==> src/rtl/pll_ctrl_pkg.sv <==
// Shared types and constants for the PLL reset/lock supervisor and fine phase-step controller.
package pll_ctrl_pkg;

  localparam int NUM_OUT = 5;

  typedef enum logic [2:0] {
    ST_RST_HOLD,
    ST_LOCK_WAIT,
    ST_IDLE,
    ST_SETUP,
    ST_PULSE,
    ST_GAP,
    ST_FINISH
  } state_t;

  function automatic int phase_w(input int modulus);
    return $clog2(modulus);
  endfunction

endpackage

==> src/rtl/pll_lock_sync.sv <==
// Two-flop synchroniser bringing the PLL's asynchronous LOCK into the clk domain.
module pll_lock_sync (
  input  logic clk,
  input  logic rst,
  input  logic async_in,
  output logic sync_out
);

  logic meta_p0;
  logic sync_p1;

  always_ff @(posedge clk) begin
    if (rst) begin
      meta_p0 <= 1'b0;
      sync_p1 <= 1'b0;
    end else begin
      meta_p0 <= async_in;
      sync_p1 <= meta_p0;
    end
  end

  assign sync_out = sync_p1;

endmodule

==> src/rtl/pll_phase_ctrl.sv <==
// PLL reset sequencing, lock supervision and paced PHASE_STEP_N pulse generation with
// per-output phase position tracking.
module pll_phase_ctrl
  import pll_ctrl_pkg::*;
#(
  parameter int RST_CYCLES   = 16,
  parameter int LOCK_TIMEOUT = 65535,
  parameter int PULSE_W      = 4,
  parameter int GAP_W        = 16,
  parameter int STEP_W       = 8,
  parameter int PHASE_MOD    = 40
) (
  input  logic                                  clk,
  input  logic                                  rst,
  input  logic                                  cmd_valid,
  output logic                                  cmd_ready,
  input  logic [2:0]                            cmd_sel,
  input  logic [STEP_W-1:0]                     cmd_steps,
  output logic                                  done,
  output logic                                  err,
  output logic                                  locked,
  input  logic                                  pll_lock,
  output logic                                  pll_rst,
  output logic [2:0]                            phase_sel,
  output logic                                  phase_dir,
  output logic                                  phase_step_n,
  output logic [NUM_OUT*phase_w(PHASE_MOD)-1:0] phase_acc
);

  localparam int PHASE_W = phase_w(PHASE_MOD);
  localparam int MAX_A   = (RST_CYCLES > LOCK_TIMEOUT) ? RST_CYCLES : LOCK_TIMEOUT;
  localparam int MAX_B   = (PULSE_W > GAP_W) ? PULSE_W : GAP_W;
  localparam int CNT_W   = $clog2(((MAX_A > MAX_B) ? MAX_A : MAX_B) + 1);

  state_t                           state;
  logic [CNT_W-1:0]                 cnt;
  logic [STEP_W-1:0]                remaining;
  logic [NUM_OUT-1:0][PHASE_W-1:0]  acc_q;
  logic                             lock_s;
  logic signed [STEP_W-1:0]         steps_s;

  function automatic logic [PHASE_W-1:0] wrap_step(input logic [PHASE_W-1:0] cur,
                                                   input logic up);
    if (up) return (cur == PHASE_W'(PHASE_MOD - 1)) ? '0 : cur + PHASE_W'(1);
    else    return (cur == '0) ? PHASE_W'(PHASE_MOD - 1) : cur - PHASE_W'(1);
  endfunction

  // Magnitude kept unsigned so the most negative command still yields its full count.
  function automatic logic [STEP_W-1:0] step_mag(input logic signed [STEP_W-1:0] s);
    return s[STEP_W-1] ? (~s + STEP_W'(1)) : s;
  endfunction

  pll_lock_sync u_lock_sync (
    .clk      (clk),
    .rst      (rst),
    .async_in (pll_lock),
    .sync_out (lock_s)
  );

  assign steps_s   = cmd_steps;
  assign phase_acc = acc_q;

  always_ff @(posedge clk) begin
    if (rst) begin
      state        <= ST_RST_HOLD;
      cnt          <= CNT_W'(RST_CYCLES - 1);
      pll_rst      <= 1'b1;
      phase_step_n <= 1'b1;
      phase_dir    <= 1'b0;
      phase_sel    <= '0;
      cmd_ready    <= 1'b0;
      done         <= 1'b0;
      err          <= 1'b0;
      locked       <= 1'b0;
      acc_q        <= '0;
    end else begin
      done <= 1'b0;
      // locked is high exactly in IDLE..FINISH, so this covers every post-lock state.
      if (locked && !lock_s) begin
        state        <= ST_RST_HOLD;
        cnt          <= CNT_W'(RST_CYCLES - 1);
        pll_rst      <= 1'b1;
        phase_step_n <= 1'b1;
        cmd_ready    <= 1'b0;
        locked       <= 1'b0;
        acc_q        <= '0;
        if (state != ST_IDLE) begin
          err  <= 1'b1;
          done <= 1'b1;
        end
      end else begin
        case (state)
          ST_RST_HOLD: begin
            if (cnt == '0) begin
              pll_rst <= 1'b0;
              cnt     <= CNT_W'(LOCK_TIMEOUT - 1);
              state   <= ST_LOCK_WAIT;
            end else begin
              cnt <= cnt - CNT_W'(1);
            end
          end
          ST_LOCK_WAIT: begin
            if (lock_s) begin
              locked    <= 1'b1;
              cmd_ready <= 1'b1;
              state     <= ST_IDLE;
            end else if (cnt == '0) begin
              pll_rst <= 1'b1;
              cnt     <= CNT_W'(RST_CYCLES - 1);
              acc_q   <= '0;
              state   <= ST_RST_HOLD;
            end else begin
              cnt <= cnt - CNT_W'(1);
            end
          end
          ST_IDLE: begin
            if (cmd_valid) begin
              cmd_ready <= 1'b0;
              remaining <= step_mag(steps_s);
              if (cmd_sel > 3'd4) begin
                err   <= 1'b1;
                state <= ST_FINISH;
              end else if (steps_s == '0) begin
                err   <= 1'b0;
                state <= ST_FINISH;
              end else begin
                err       <= 1'b0;
                phase_sel <= cmd_sel;
                phase_dir <= (steps_s > 0);
                state     <= ST_SETUP;
              end
            end
          end
          ST_SETUP: begin
            phase_step_n <= 1'b0;
            cnt          <= CNT_W'(PULSE_W - 1);
            state        <= ST_PULSE;
          end
          ST_PULSE: begin
            if (cnt == '0) begin
              phase_step_n <= 1'b1;
              cnt          <= CNT_W'(GAP_W - 1);
              remaining    <= remaining - STEP_W'(1);
              for (int i = 0; i < NUM_OUT; i++) begin
                if (phase_sel == 3'(i)) acc_q[i] <= wrap_step(acc_q[i], phase_dir);
              end
              state <= ST_GAP;
            end else begin
              cnt <= cnt - CNT_W'(1);
            end
          end
          ST_GAP: begin
            if (cnt == '0) begin
              if (remaining != '0) begin
                phase_step_n <= 1'b0;
                cnt          <= CNT_W'(PULSE_W - 1);
                state        <= ST_PULSE;
              end else begin
                state <= ST_FINISH;
              end
            end else begin
              cnt <= cnt - CNT_W'(1);
            end
          end
          ST_FINISH: begin
            done      <= 1'b1;
            cmd_ready <= 1'b1;
            state     <= ST_IDLE;
          end
          default: begin
            pll_rst <= 1'b1;
            cnt     <= CNT_W'(RST_CYCLES - 1);
            state   <= ST_RST_HOLD;
          end
        endcase
      end
    end
  end

endmodule
==> config.mk <==
export PLATFORM = sky130hd
export DESIGN_NAME = pll_phase_ctrl
export DESIGN_NICKNAME = d
export VERILOG_FILES = /design/src/rtl/pll_ctrl_pkg.sv /design/src/rtl/pll_lock_sync.sv /design/src/rtl/pll_phase_ctrl.sv
export SDC_FILE = /design/constraint.sdc
export NUM_CORES = 1
export LEC_CHECK = 0
export ABC_AREA = 1
export BUFFER_PORTS_ARGS = -buffer_cell sky130_fd_sc_hd__buf_2
export CAP_MARGIN = 20
export CORE_ASPECT_RATIO = 2
export CORE_MARGIN = 2
export CORE_UTILIZATION = 30
export DETAILED_ROUTE_END_ITERATION = 7
export GPL_TIMING_DRIVEN = 0
export HOLD_SLACK_MARGIN = 0.1
export PLACE_DENSITY = 0.44
export SYNTH_ARGS = -nofsm -noshare
export SYNTH_HDL_FRONTEND = slang
export SYNTH_HIERARCHICAL = 1
export SYNTH_SLANG_ARGS = --single-unit
==> constraint.sdc <==
create_clock -name clk -period 2.77 [get_ports clk]
set_input_delay 0.554 -clock clk [delete_from_list [all_inputs] [get_ports clk]]
set_output_delay 0.554 -clock clk [all_outputs]
set_load 0.005 [all_outputs]
Word-level counts from Yosys, hierarchy flattened
Index checks and enable logic that the tools add are counted.
{ "totals": {"output_inout_bits": 40, "latchBits": 0, "register_bits": 69, "in_bits": 15, "ram_bits": 0, "elab_cells": 169, "memories": 0, "mem_bits_ro": 0} }
{ "op_classes": {"div_mod_pow": 0, "mux": 62, "n_bitwise": 7, "reduce_logical": 35, "shift": 0, "add_sub_neg": 13, "order_cmp": 2, "n_eq_ne": 32, "multipliers": 0} }
{ "ops": {"columns": ["operator", "n"], "rows": [
  ["6-bit 2-to-1 mux", 20],
  ["16-bit case mux with 6 select lines", 1],
  ["30-bit 2-to-1 mux", 3],
  ["16-bit 2-to-1 mux", 5],
  ["30-bit case mux with 2 select lines", 1],
  ["5-bit AND reduction", 8],
  ["6-bit by 1-bit adder with 6-bit output, second input constant", 5],
  ["6-bit equality test, second input constant", 5],
  ["6-bit logical NOT", 5],
  ["6-bit by 1-bit subtractor with 6-bit output, second input constant", 5],
  ["3-bit 2-to-1 mux", 8],
  ["8-bit 2-to-1 mux", 3],
  ["2-bit inequality test, second input constant", 12],
  ["3-bit case mux with 7 select lines", 1],
  ["16-bit logical NOT", 1],
  ["8-bit case mux with 2 select lines", 1],
  ["16-bit by 1-bit subtractor with 16-bit output, second input constant", 1],
  ["1-bit 2-to-1 mux", 15],
  ["3-bit by 2-bit equality test with 1-bit output, second input constant", 4],
  ["3-bit equality test, second input constant", 4],
  ["1-bit case mux with 3 select lines", 3],
  ["3-bit AND reduction", 3],
  ["8-bit by 2-bit adder with 8-bit output, second input constant", 1],
  ["8-bit by 1-bit > comparator with 1-bit output, second input constant", 1],
  ["20 further kinds", 35]
]} }

Longest topological paths before layout
Gate-level depths: netlist (run 1).
{ "depth": {"depth_word": 6, "mapped_depth": 12, "ltp_nobuf": 12} }

By module
Netlist (run 1), hierarchy kept.
{ "modules_own_cells": {"columns": ["module", "area_each_um2", "n_inst", "cells_per_inst", "seq_area_each_um2"], "rows": [
  ["pll_phase_ctrl", 4847.1, 1, 775, 1421.4],
  ["pll_lock_sync", 55.1, 1, 6, 40.0]
]} }

Worst setup path before layout (run 1)
No wires, ideal clock.
{ "synth_path": {"path_type": "flip-flop to flip-flop", "startpoint": "register state[2]", "endpoint": "register remaining[0], enable pin", "n_path_buf": 3, "required_ns": 2.395, "slack_ns": 0.815, "stages_incl_launch_ff": 8, "synth_period_minus_slack_ns": 1.955, "setup_time_ns": 0.375, "arrival_time_ns": 1.580, "cell_sequence": "dfxtp_1 -> buf_2 -> nand3_2 -> inv_2 -> buf_2 -> buf_2 -> o211ai_1 -> a21oi_1"} }
{ "synth_between": {"elab_chain_len": 3, "word_cells_on_any_way": 6, "classes_between": "eq/ne (4); reduce/logical (2)"} }
{ "synth_lines": {"columns": ["element", "line_no", "source"], "rows": [
  ["start, declared", "pll_phase_ctrl.sv:35", "state_t state;"],
  ["start signal, assigned", "pll_phase_ctrl.sv:65", "state <= ST_RST_HOLD;"],
  ["start signal, assigned", "pll_phase_ctrl.sv:80", "state <= ST_RST_HOLD;"],
  ["start signal, assigned", "pll_phase_ctrl.sv:97", "state <= ST_LOCK_WAIT;"],
  ["3-bit equality test / 3-bit by 2-bit equality test with 1-bit output (equally long branches)", "pll_phase_ctrl.sv:92", "case (state)"],
  ["2-bit inequality test (no source line) / 2-bit nonzero test (equally long branches)", null, null],
  ["5-bit AND reduction (no source line) (*)", null, null],
  ["end signal, assigned", "pll_phase_ctrl.sv:119", "remaining <= step_mag(steps_s);"],
  ["end signal, assigned", "pll_phase_ctrl.sv:143", "remaining <= remaining - STEP_W'(1);"],
  ["end, declared", "pll_phase_ctrl.sv:37", "logic [STEP_W-1:0] remaining;"]
]} }
Every way passes the cells marked *; elsewhere a longest branch is shown, timed or not.
A chain may end at the register's enable or synchronous reset.

Worst setup path after layout (run 1)
{ "layout_path": {"startpoint": "register state[2]", "endpoint": "register remaining[1], enable pin"} }
The elaborated chain is that of the path after synthesis.

==> metrics.md, run 1 <==
| Metric | Value |
|---|---|
| Status | complete, no violations |
| I/O Buffers | 54 |
| Ant. Diodes | 0 |
| Final setup viols | 0 |
| FP Rows | 66 |
| DR pass1 iterations | 5 |
| Avg Vias per Cell | 4.86 |
| R2R depth | 7 |
| Post-synth EDFFs | 8 |
| R2R setup slack | 0.41 ns |
| # nets final | 876 |
| Reg2reg start | state[2] |
| CP Class | register to register |
| Reg2reg end | remaining[1] |
| FMAX | 424 MHz |
| Worst skew pair latency | 0.34 ns |
| Overall routing resource usage | 0.183 |
| # H-tree levels | 3 |
| CORE AREA | 16,100 um2 |
| Overall power | 2.25 mW |
| Skew final | 0.00752 ns |
| Largest net degree at the start of global routing | 12 |
| CTS buffer count | 9 |
| Clock sinks | 69 |
| Synth-to-Final Area Change | 16.6% |
| Mean post-synth cell area | 6.28 um2 |
| GRT Residual Overflow | 0 |
| Via count | 5,130 |
| Die Ht | 185 um |
| Share of the cycle needed by the critical path after routing | 0.851 |
| Synthesized area | 4900 um2 |
| Critical Path AT | 2.34 ns |
| First-pass GRT wire length | 24,900 um |
| Yosys Warn Count | 6 |
| Pwr dens | 394 nW/um2 |
| Register area share after synthesis | 0.298 |
| Syn_nets | 811 |
| #FFs+latches synth | 69 |
| Worst min-delay path class | input port to register |
| Share of cells above drive strength 1 | 0.126 |
| Max-slew violations | 0 |
| Vias in the first global route | 4,909 |
| Synth async-reset ratio | 0 |
| Avg WL per Cell | 14.3 um |
| Min-delay src | pll_lock |
| GP Congestion | 0.830 |
| Leakage | 2.67 nW |
| Synth unique cells | 43 |
| RSZ-0062 raised after global routing | false |
| Ys flop type | dfxtp_1 |
| Commonest non-fill, non-tap cell in the layout | nand2_1 |
| Initial Util | 0.304 |
| CTS tree | yes |
| Most frequent cells in the layout | nand2_1 (175), nor2_1 (106), inv_1 (87) |
| Least-Margin Pin Slew | 0.880 ns |
| Fin crit period | 2.36 ns |
| Crit path required time | 2.75 ns |
| Cell count after synthesis | 781 |
| Initial antenna violation count | 0 |
| Post-DP HPWL | 11,000 um |
| WL final | 15,100 um |
| Final TNS setup | 0 ns |
| Starting DRT DRC Count | 203 |
| Hold buffer count at cts | 0 |
| Worst-path clk slew | 0.06 ns |
| DRC Markers | 0 |
| Final hold vios | 0 |
| Critical Path Fanout Max | 10 |
| CTS max path bufs | 2 |
| Slew HR | 0.411 |
| Die Wd | 94.4 um |
| Io pins | 55 |
| Endpoint class of the critical path | register |
| Startpoint types | register |
| Setup crit end | remaining[1] |
| Post-DRT Antenna Nets | 0 |
| CTS Root Cell | clkbuf_16 |
| Crit path from | state[2] |
| MaxCap Viol Count | 0 |
| Die footprint | 17,400 um2 |
| Max rail drop VDD | 284 uV |
==> worst min-delay path by stage <==
stage	to	slack, ns	cells after the start
floorplan	u_lock_sync/sync_out	0.39	2
global placement	u_lock_sync/sync_out	0.41	2
detailed placement	u_lock_sync/sync_out	0.41	2
CTS	u_lock_sync/meta_p0	0.41	3
global route	u_lock_sync/meta_p0	0.42	3
finish	u_lock_sync/meta_p0	0.42	3
==> logic make-up (layout without fill, tap and decap cells) <==
| kind of cell | after synthesis | after routing | share of synthesized area |
|---|---|---|---|
| AO/OA/AOI/OAI | 153 | 153 | 0.170 |
| XOR/XNOR | 20 | 20 | 0.0357 |
| adder cells (fa/ha/maj) | 15 | 15 | 0.0383 |
| buffers and inverters | 118 | 188 | 0.0952 |
| flip-flops | 69 | 69 | 0.298 |
| AND/OR/NAND/NOR | 406 | 406 | 0.362 |
==> state kept, by name, indices dropped and copies added, names as in the netlist <==
signal,count
phase_dir,1
phase_step_n,1
done,1
remaining,8
pll_rst,1
phase_acc,30
err,1
u_lock_sync/sync_out,1
cmd_ready,1
cnt,16
u_lock_sync/meta_p0,1
locked,1
state,3
phase_sel,3
==> metal layers <==
metal  part of all wire  vias to the layer above  routed length [um]  GRT usage
li1                   -                     2698                   -          -
met1               0.50                     2299                7520      0.255
met2               0.43                      110                6550      0.282
met3              0.043                       23                 646     0.0305
met4              0.024                        0                 364     0.0696
met5                  0                        -                   0          0
==> final cells by class <==
type	count	area [um2]
buffer	22	106
clock buffer	15	278
clock inverter	1	5.00
fill	1818	10400
inverter	96	360
multi-input combinational	594	2980
sequential	69	1460
tap	204	255
timing repair buffer	54	270
==> cells in the mapped netlist (9+ instances only) <==
cell	number	area, um2
nand4_1	13	81.3
a21oi_1	63	315
inv_1	87	327
inv_2	9	33.8
xor2_1	14	123
nand2_1	175	657
ha_1	15	188
o21ai_0	54	270
o21ai_1	13	65.1
nor2_1	106	398
dfxtp_1	61	1220
clkbuf_1	14	52.6
nand3_1	80	400
==> stage by stage <==
step / instances / util / setup WS, ns / hold slack (ns) / cell area (um2)
after global routing: 1055 / 0.355 / 0.215 / 0.416 / 5710
after global placement: 1039 / 0.337 / 0.0387 / 0.407 / 5430
final: 1055 / 0.355 / 0.413 / 0.418 / 5710
after CTS: 1055 / 0.355 / 0.0953 / 0.409 / 5710
after detailed placement: 1039 / 0.337 / 0.0222 / 0.409 / 5430
after floorplan: 781 / - / 0.815 / 0.388 / 4900
==> where the power goes <==
| part | total [mW] | switching [mW] | internal (mW) |
|---|---|---|---|
| Combinational | 0.0948 | 0.0618 | 0.0330 |
| Clock | 1.14 | 0.458 | 0.680 |
| Sequential | 1.02 | 0.00390 | 1.02 |
==> worst max-delay path, cell delays in order (launching register included) <==
cell and delay, ns:
dfxtp_1 0.30, buf_2 0.20, nand3_2 0.18, inv_2 0.10
buf_2 0.24, buf_2 0.34, o211ai_1 0.17, a21oi_2 0.45
==> what timing repair did <==
item | CTS | global route
resized for setup | 0 | 1
setup buffers | 0 | 0
endpoints found under the setup margin | 0 | 8
Power figures use the tool's default switching activity.
==> inputs of run 2 (changes only) <==
--- a/config.mk
+++ b/config.mk
@@ -8,13 +8,12 @@
 export ABC_AREA = 1
 export BUFFER_PORTS_ARGS = -buffer_cell sky130_fd_sc_hd__buf_2
 export CAP_MARGIN = 20
-export CORE_ASPECT_RATIO = 2
 export CORE_MARGIN = 2
 export CORE_UTILIZATION = 30
 export DETAILED_ROUTE_END_ITERATION = 7
 export GPL_TIMING_DRIVEN = 0
 export HOLD_SLACK_MARGIN = 0.1
-export PLACE_DENSITY = 0.44
+export PLACE_DENSITY = 0.46
 export SYNTH_ARGS = -nofsm -noshare
 export SYNTH_HDL_FRONTEND = slang
 export SYNTH_HIERARCHICAL = 1
==> constraint.sdc (replaced) <==
create_clock -name clk -period 2.08 [get_ports clk]
set_input_delay 0.416 -clock clk [delete_from_list [all_inputs] [get_ports clk]]
set_output_delay 0.416 -clock clk [all_outputs]
set_load 0.005 [all_outputs]
==> run 2 against run 1 <==
Register-to-register slack got worse by 0.26 ns. Flip-flop and latch count stayed put. Clock power is 41% higher. Clock skew rose by 0.0055 ns. Combinational power is 35% higher. Worst setup slack worse by 0.26 ns. Sequential power rose by 33%. Core utilization is 0.84 points higher. Total power grew 38%. Critical path type unchanged. Highest routed layer unchanged.
==> metrics.md, run 2 (same netlist as run 1, synthesis figures left out) <==
| Metric | Value |
|---|---|
| Fin cells | 1,068 (+1.2%) |
| Min-delay src | pll_lock |
| Reg2reg start | state[2] |
| # H-tree levels | 3 (unchanged) |
| Hold Slack | 0.273 ns (-0.145 ns) |
| Clock power frac | 0.520 (+0.015) |
| Most frequent cells in the layout | nand2_1 (175), nor2_1 (105), inv_1 (87) |
| Seq pwr share | 0.439 (-0.014) |
| Initial antenna violation count | 0 (unchanged) |
| Crit path required time | 2.14 ns (-0.61 ns) |
| Post-DRT Antenna Nets | 0 (unchanged) |
| Leakage | 2.70 nW (+0.99%) |
| GP Congestion | 0.881 (+6.2%) |
| RSZ-0062 raised after global routing | false |
| CTS tree | yes |
| Via count | 5,200 (+1.4%) |
| Dpl ws | -0.575 ns (-0.598 ns) |
| Synth-to-Final Area Change | 18.1% |
| # nets final | 877 (+0.11%) |
| WL final | 15,000 um (-0.82%) |
| R2R setup slack | 0.15 ns (-0.26 ns) |
| Comb pwr share | 0.041 (about the same) |
| Max rail drop VDD | 345 uV (+21%) |
| Vias in the first global route | 4,837 (-1.5%) |
| Ant. Diodes | 0 (unchanged) |
| Largest net degree at the start of global routing | 12 (unchanged) |
| Cell Area, Placed | 5440 um2 (+0.28%) |
| Overall power | 3.10 mW (+38%) |
| Post-DP HPWL | 11,100 um (+0.58%) |
| Status | complete, no violations |
| Hold EP | u_lock_sync/meta_p0 |
| Least-Margin Pin Slew | 0.797 ns (-0.0835 ns) |
| CORE AREA | 15,900 um2 (-0.99%) |
| Avg WL per Cell | 14.0 um (-2.0%) |
| Core Util, Final | 0.363 (+0.00843) |
| I/O Buffers | 54 (unchanged) |
| Max reg flops | 30 (unchanged) |
| Pwr dens | 535 nW/um2 (+36%) |
| Worst Hold Depth | 3 (unchanged) |
| Die Ht | 132 um (-29%) |
| Share of the cycle needed by the critical path after routing | 0.927 (+0.0757) |
| Final hold vios | 0 (unchanged) |
| Avg Vias per Cell | 4.87 (+0.13%) |
| Worst min-delay path class | input port to register |
| Critical Path AT | 1.99 ns (-0.35 ns) |
| Worst skew pair latency | 0.35 ns (about the same) |
| Clock sinks | 69 (unchanged) |
| Fillcell total | 1,744 (-4.1%) |
| Slew HR | 0.469 (+0.0578) |
| Sw Share | 0.227 (-0.00475) |
| Reg2reg end | remaining[1] |
| Commonest non-fill, non-tap cell in the layout | nand2_1 |
| First-pass GRT wire length | 24,600 um (-1.4%) |
| FMAX | 519 MHz (+22%) |
| Placed cells | 1,051 (+1.2%) |
| Die footprint | 17,400 um2 (-0.36%) |
| Critical Path Fanout Max | 12 (+2) |
| Fin worst setup slack | 0.152 ns (-0.260 ns) |
| GRT Residual Overflow | 0 (unchanged) |
| CP Class | register to register |
| Skew final | 0.0131 ns (+0.00555 ns) |
| Worst-path clk slew | 0.06 ns (about the same) |
| Startpoint types | register |
| R2R depth | 7 (unchanged) |
| Critical-path cell list | buf_2 -> nand3_2 -> inv_2 -> buf_6 -> o211ai_1 -> a21oi_4 -> buf_12 |
| CTS max path bufs | 2 (unchanged) |
| Die Wd | 132 um (+40%) |
| Fin area | 5790 um2 (+1.4%) |
| FP Rows | 46 (-30%) |
| Delay of the slowest critical-path stage | 0.31 ns (-0.14 ns) |
| MaxCap Viol Count | 0 (unchanged) |
| CTS Root Cell | clkbuf_16 |
| Share of cells above drive strength 1 | 0.131 (+0.00572) |
| Fin crit period | 1.93 ns (-0.430 ns) |
| CTS buffer count | 9 (unchanged) |
| Slowest library cell on the worst path | dfxtp_1 |
| Endpoint class of the critical path | register |
| Hold buffer count at cts | 0 (unchanged) |
| Overall routing resource usage | 0.175 (-0.00836) |
| Final TNS setup | 0 ns (unchanged) |
| DRC Markers | 0 (unchanged) |
| Io pins | 55 (unchanged) |
| Internal power | 2.39 mW (+38%) |
| Final setup viols | 0 (unchanged) |
| DR pass1 iterations | 5 (unchanged) |
| P_sw | 0.705 mW (+35%) |
| Starting DRT DRC Count | 320 (+58%) |
| Max-slew violations | 0 (unchanged) |
| Initial Util | 0.307 (+0.00306) |
run 2: worst max-delay path, delay by kind of cell, from the launching register on:
family / cells / cell delay (ns)
buf+inv: 4 / 0.81
flops: 1 / 0.31
compound gates: 2 / 0.35
simple gates: 1 / 0.17
run 2: worst max-delay path by stage:
| stage | start | to | slack [ns] | depth (start not counted) |
|---|---|---|---|---|
| after floorplan | state[2] | remaining[0] | 0.13 | 7 |
| after global placement | rst | remaining[1] | -0.56 | 4 |
| after detailed placement | state[2] | remaining[1] | -0.58 | 7 |
| after CTS | state[2] | remaining[5] | 0.05 | 8 |
| after global routing | remaining[0] | cnt[4] | 0.005 | 10 |
| final | state[2] | remaining[1] | 0.15 | 7 |
run 2: routing by layer:
layer	wire length, um	global-route usage	vias up
li1	-	-	2709
met1	7210	0.229	2360
met2	6890	0.287	117
met3	663	0.0392	14
met4	204	0.0519	0
met5	0	0	-
run 2: what timing repair did:
action	CTS	global route
resized for setup	6	2
setup buffers	1	1
setup endpoints to repair	50	22
gates cloned	0	0
pin swaps	0	2
run 2: area by class of cell:
type                       count  area, um2  share of cell area
timing repair buffer          56        298              0.0514
multi-input combinational    594       2990               0.516
inverter                      96        360              0.0622
buffer                        21        110              0.0190
tap                          216        270              0.0467
clock inverter                 3       43.8             0.00756
sequential                    69       1460               0.252
clock buffer                  13        260              0.0449
run 2: power groups by stage:
stage | logic, mW | registers [mW] | clock network (mW)
floorplan | 0.0766 | 1.39 | 0
global placement | 0.125 | 1.39 | 0
detailed placement | 0.126 | 1.39 | 0
CTS | 0.128 | 1.36 | 1.66
global route | 0.144 | 1.36 | 1.72
finish | 0.128 | 1.36 | 1.61
==> inputs of run 3 (changes only) <==
--- a/config.mk
+++ b/config.mk
@@ -10,6 +10,7 @@
 export CAP_MARGIN = 20
 export CORE_MARGIN = 2
 export CORE_UTILIZATION = 30
+export CTS_BUF_LIST = sky130_fd_sc_hd__clkbuf_16
 export DETAILED_ROUTE_END_ITERATION = 7
 export GPL_TIMING_DRIVEN = 0
 export HOLD_SLACK_MARGIN = 0.1
==> run 3 against run 2 <==
Combinational power about the same. Via count about the same. Total power is 2.8% lower. Clock power down 5%. Count of clock-buffer cells in the layout down 4. Largest cell class unchanged. Highest routed layer unchanged.
==> metrics.md, run 3 (same netlist as run 1, synthesis figures left out) <==
| Metric | Value |
|---|---|
| Share of the cycle needed by the critical path after routing | 0.930 (+0.00272) |
| Delay of the slowest critical-path stage | 0.31 ns (about the same) |
| Synth-to-Final Area Change | 17.7% |
| Die Wd | 132 um (unchanged) |
| Post-DP HPWL | 11,100 um (unchanged) |
| FP Rows | 46 (unchanged) |
| CTS max path bufs | 2 (unchanged) |
| Initial Util | 0.307 (unchanged) |
| Avg Vias per Cell | 4.87 (about the same) |
| Worst skew pair latency | 0.35 ns (about the same) |
| Max-slew violations | 0 (unchanged) |
| CORE AREA | 15,900 um2 (unchanged) |
| Placed cells | 1,051 (unchanged) |
| Avg WL per Cell | 14.0 um (-0.25%) |
| Least-Margin Pin Slew | 0.819 ns (+0.0220 ns) |
| Cell Area, Placed | 5440 um2 (unchanged) |
| Initial antenna violation count | 0 (unchanged) |
| DRC Markers | 0 (unchanged) |
| Critical-path cell list | buf_2 -> nand3_2 -> inv_2 -> buf_6 -> o211ai_1 -> a21oi_4 -> buf_12 |
| Most frequent cells in the layout | nand2_1 (175), nor2_1 (105), inv_1 (89) |
| Worst-path clk slew | 0.06 ns (about the same) |
| CTS tree | yes |
| Share of cells above drive strength 1 | 0.129 (-0.00235) |
| Clock sinks | 69 (unchanged) |
| CP Class | register to register |
| Critical Path Fanout Max | 12 (unchanged) |
| Fin worst setup slack | 0.147 ns (-0.00566 ns) |
| Hold buffer count at cts | 0 (unchanged) |
| Dpl ws | -0.575 ns (unchanged) |
| Max reg flops | 30 (unchanged) |
| Max rail drop VDD | 343 uV (-0.48%) |
| Skew final | 0.0125 ns (-0.000582 ns) |
| Status | complete, no violations |
| I/O Buffers | 54 (unchanged) |
| CTS buffer count | 9 (unchanged) |
| Vias in the first global route | 4,827 (-0.21%) |
| # H-tree levels | 3 (unchanged) |
| CTS Root Cell | clkbuf_16 |
| RSZ-0062 raised after global routing | false |
| Final hold vios | 0 (unchanged) |
| Pwr dens | 522 nW/um2 (-2.5%) |
| Leakage | 2.70 nW (-0.11%) |
| Commonest non-fill, non-tap cell in the layout | nand2_1 |
| Fin crit period | 1.93 ns (+0.00566 ns) |
| Fillcell total | 1,746 (+0.11%) |
| Fin area | 5770 um2 (-0.35%) |
| Worst min-delay path class | input port to register |
| Via count | 5,202 (+0.038%) |
| Crit path required time | 2.14 ns (about the same) |
| Critical Path AT | 1.99 ns (about the same) |
| Io pins | 55 (unchanged) |
| # nets final | 877 (unchanged) |
| Largest net degree at the start of global routing | 12 (unchanged) |
| FMAX | 517 MHz (-0.29%) |
| Die Ht | 132 um (unchanged) |
| Overall routing resource usage | 0.175 (+0.000244) |
| WL final | 14,900 um (-0.25%) |
| Final setup viols | 0 (unchanged) |
| GP Congestion | 0.881 (unchanged) |
| MaxCap Viol Count | 0 (unchanged) |
| GRT Residual Overflow | 0 (unchanged) |
| Post-DRT Antenna Nets | 0 (unchanged) |
| Slowest library cell on the worst path | dfxtp_1 |
| Die footprint | 17,400 um2 (unchanged) |
| Startpoint types | register |
| Starting DRT DRC Count | 327 (+2.2%) |
| Ant. Diodes | 0 (unchanged) |
| Hold Slack | 0.273 ns (-0.000462 ns) |
| Endpoint class of the critical path | register |
| Fin cells | 1,068 (unchanged) |
| First-pass GRT wire length | 24,600 um (about the same) |
| DR pass1 iterations | 5 (unchanged) |
| Slew HR | 0.454 (-0.0147) |
-- run 3: changes by cell type in the layout (fill, tap and decap cells not counted), sizes merged --
cell    delta
clkbuf     -4
clkinv     +2
inv        +2
-- run 3: report_power, final --
group	internal, mW	switching, mW
clock network	0.912	0.614
logic	0.0445	0.0839
registers	1.35	0.00492
total	2.31	0.702
-- run 3: area by class of cell --
class,instances,area [um2],share of cell area
Multi-Input combinational cell,594,2990,0.518
Sequential cell,69,1460,0.253
Inverter,96,360,0.0624
Timing Repair Buffer,56,298,0.0516
Tap cell,216,270,0.0468
Clock buffer,9,225,0.0390
Buffer,21,110,0.0191
Clock inverter,7,58.8,0.0102
-- run 3: timing repair --
| item | CTS | global route |
|---|---|---|
| endpoints found under the hold margin | 0 | 0 |
| buffers inserted | 1 | 1 |
| setup endpoints to repair | 49 | 23 |
| pin swaps | 0 | 2 |
| resized for setup | 6 | 2 |
-- run 3: worst max-delay path: cells and delay by family, from the launching register on --
kind | cells | cell delay, ns
AOI/OAI and AO/OA | 2 | 0.35
buffers and inverters | 4 | 0.81
DFF | 1 | 0.31
and+or+nand+nor | 1 | 0.17
-- run 3: worst paths after layout --
path / start / to / slack [ns] / depth (start not counted)
worst max-delay path: state[2] / remaining[1] / 0.15 / 7
worst min-delay path: pll_lock / u_lock_sync/meta_p0 / 0.27 / 3
worst min register to register: u_lock_sync/meta_p0 / u_lock_sync/sync_out / 0.41 / 2
worst max register to register: state[2] / remaining[1] / 0.15 / 7
-- run 3: per-stage QoR --
step,utilization,TNS [ns],total power [mW]
floorplan,-,0,1.46
global placement,0.341,-10.14,1.51
detailed placement,0.341,-10.08,1.51
CTS,0.362,0,3.07
global route,0.362,0,3.14
finish,0.362,0,3.01
-- run 3: metal layers --
metal / routed length [um] / track usage / vias up
met3: 726 / 0.0392 / 13
li1: - / - / 2705
met2: 6890 / 0.287 / 120
met4: 193 / 0.0507 / 0
met5: 0 / 0 / -
met1: 7120 / 0.230 / 2364
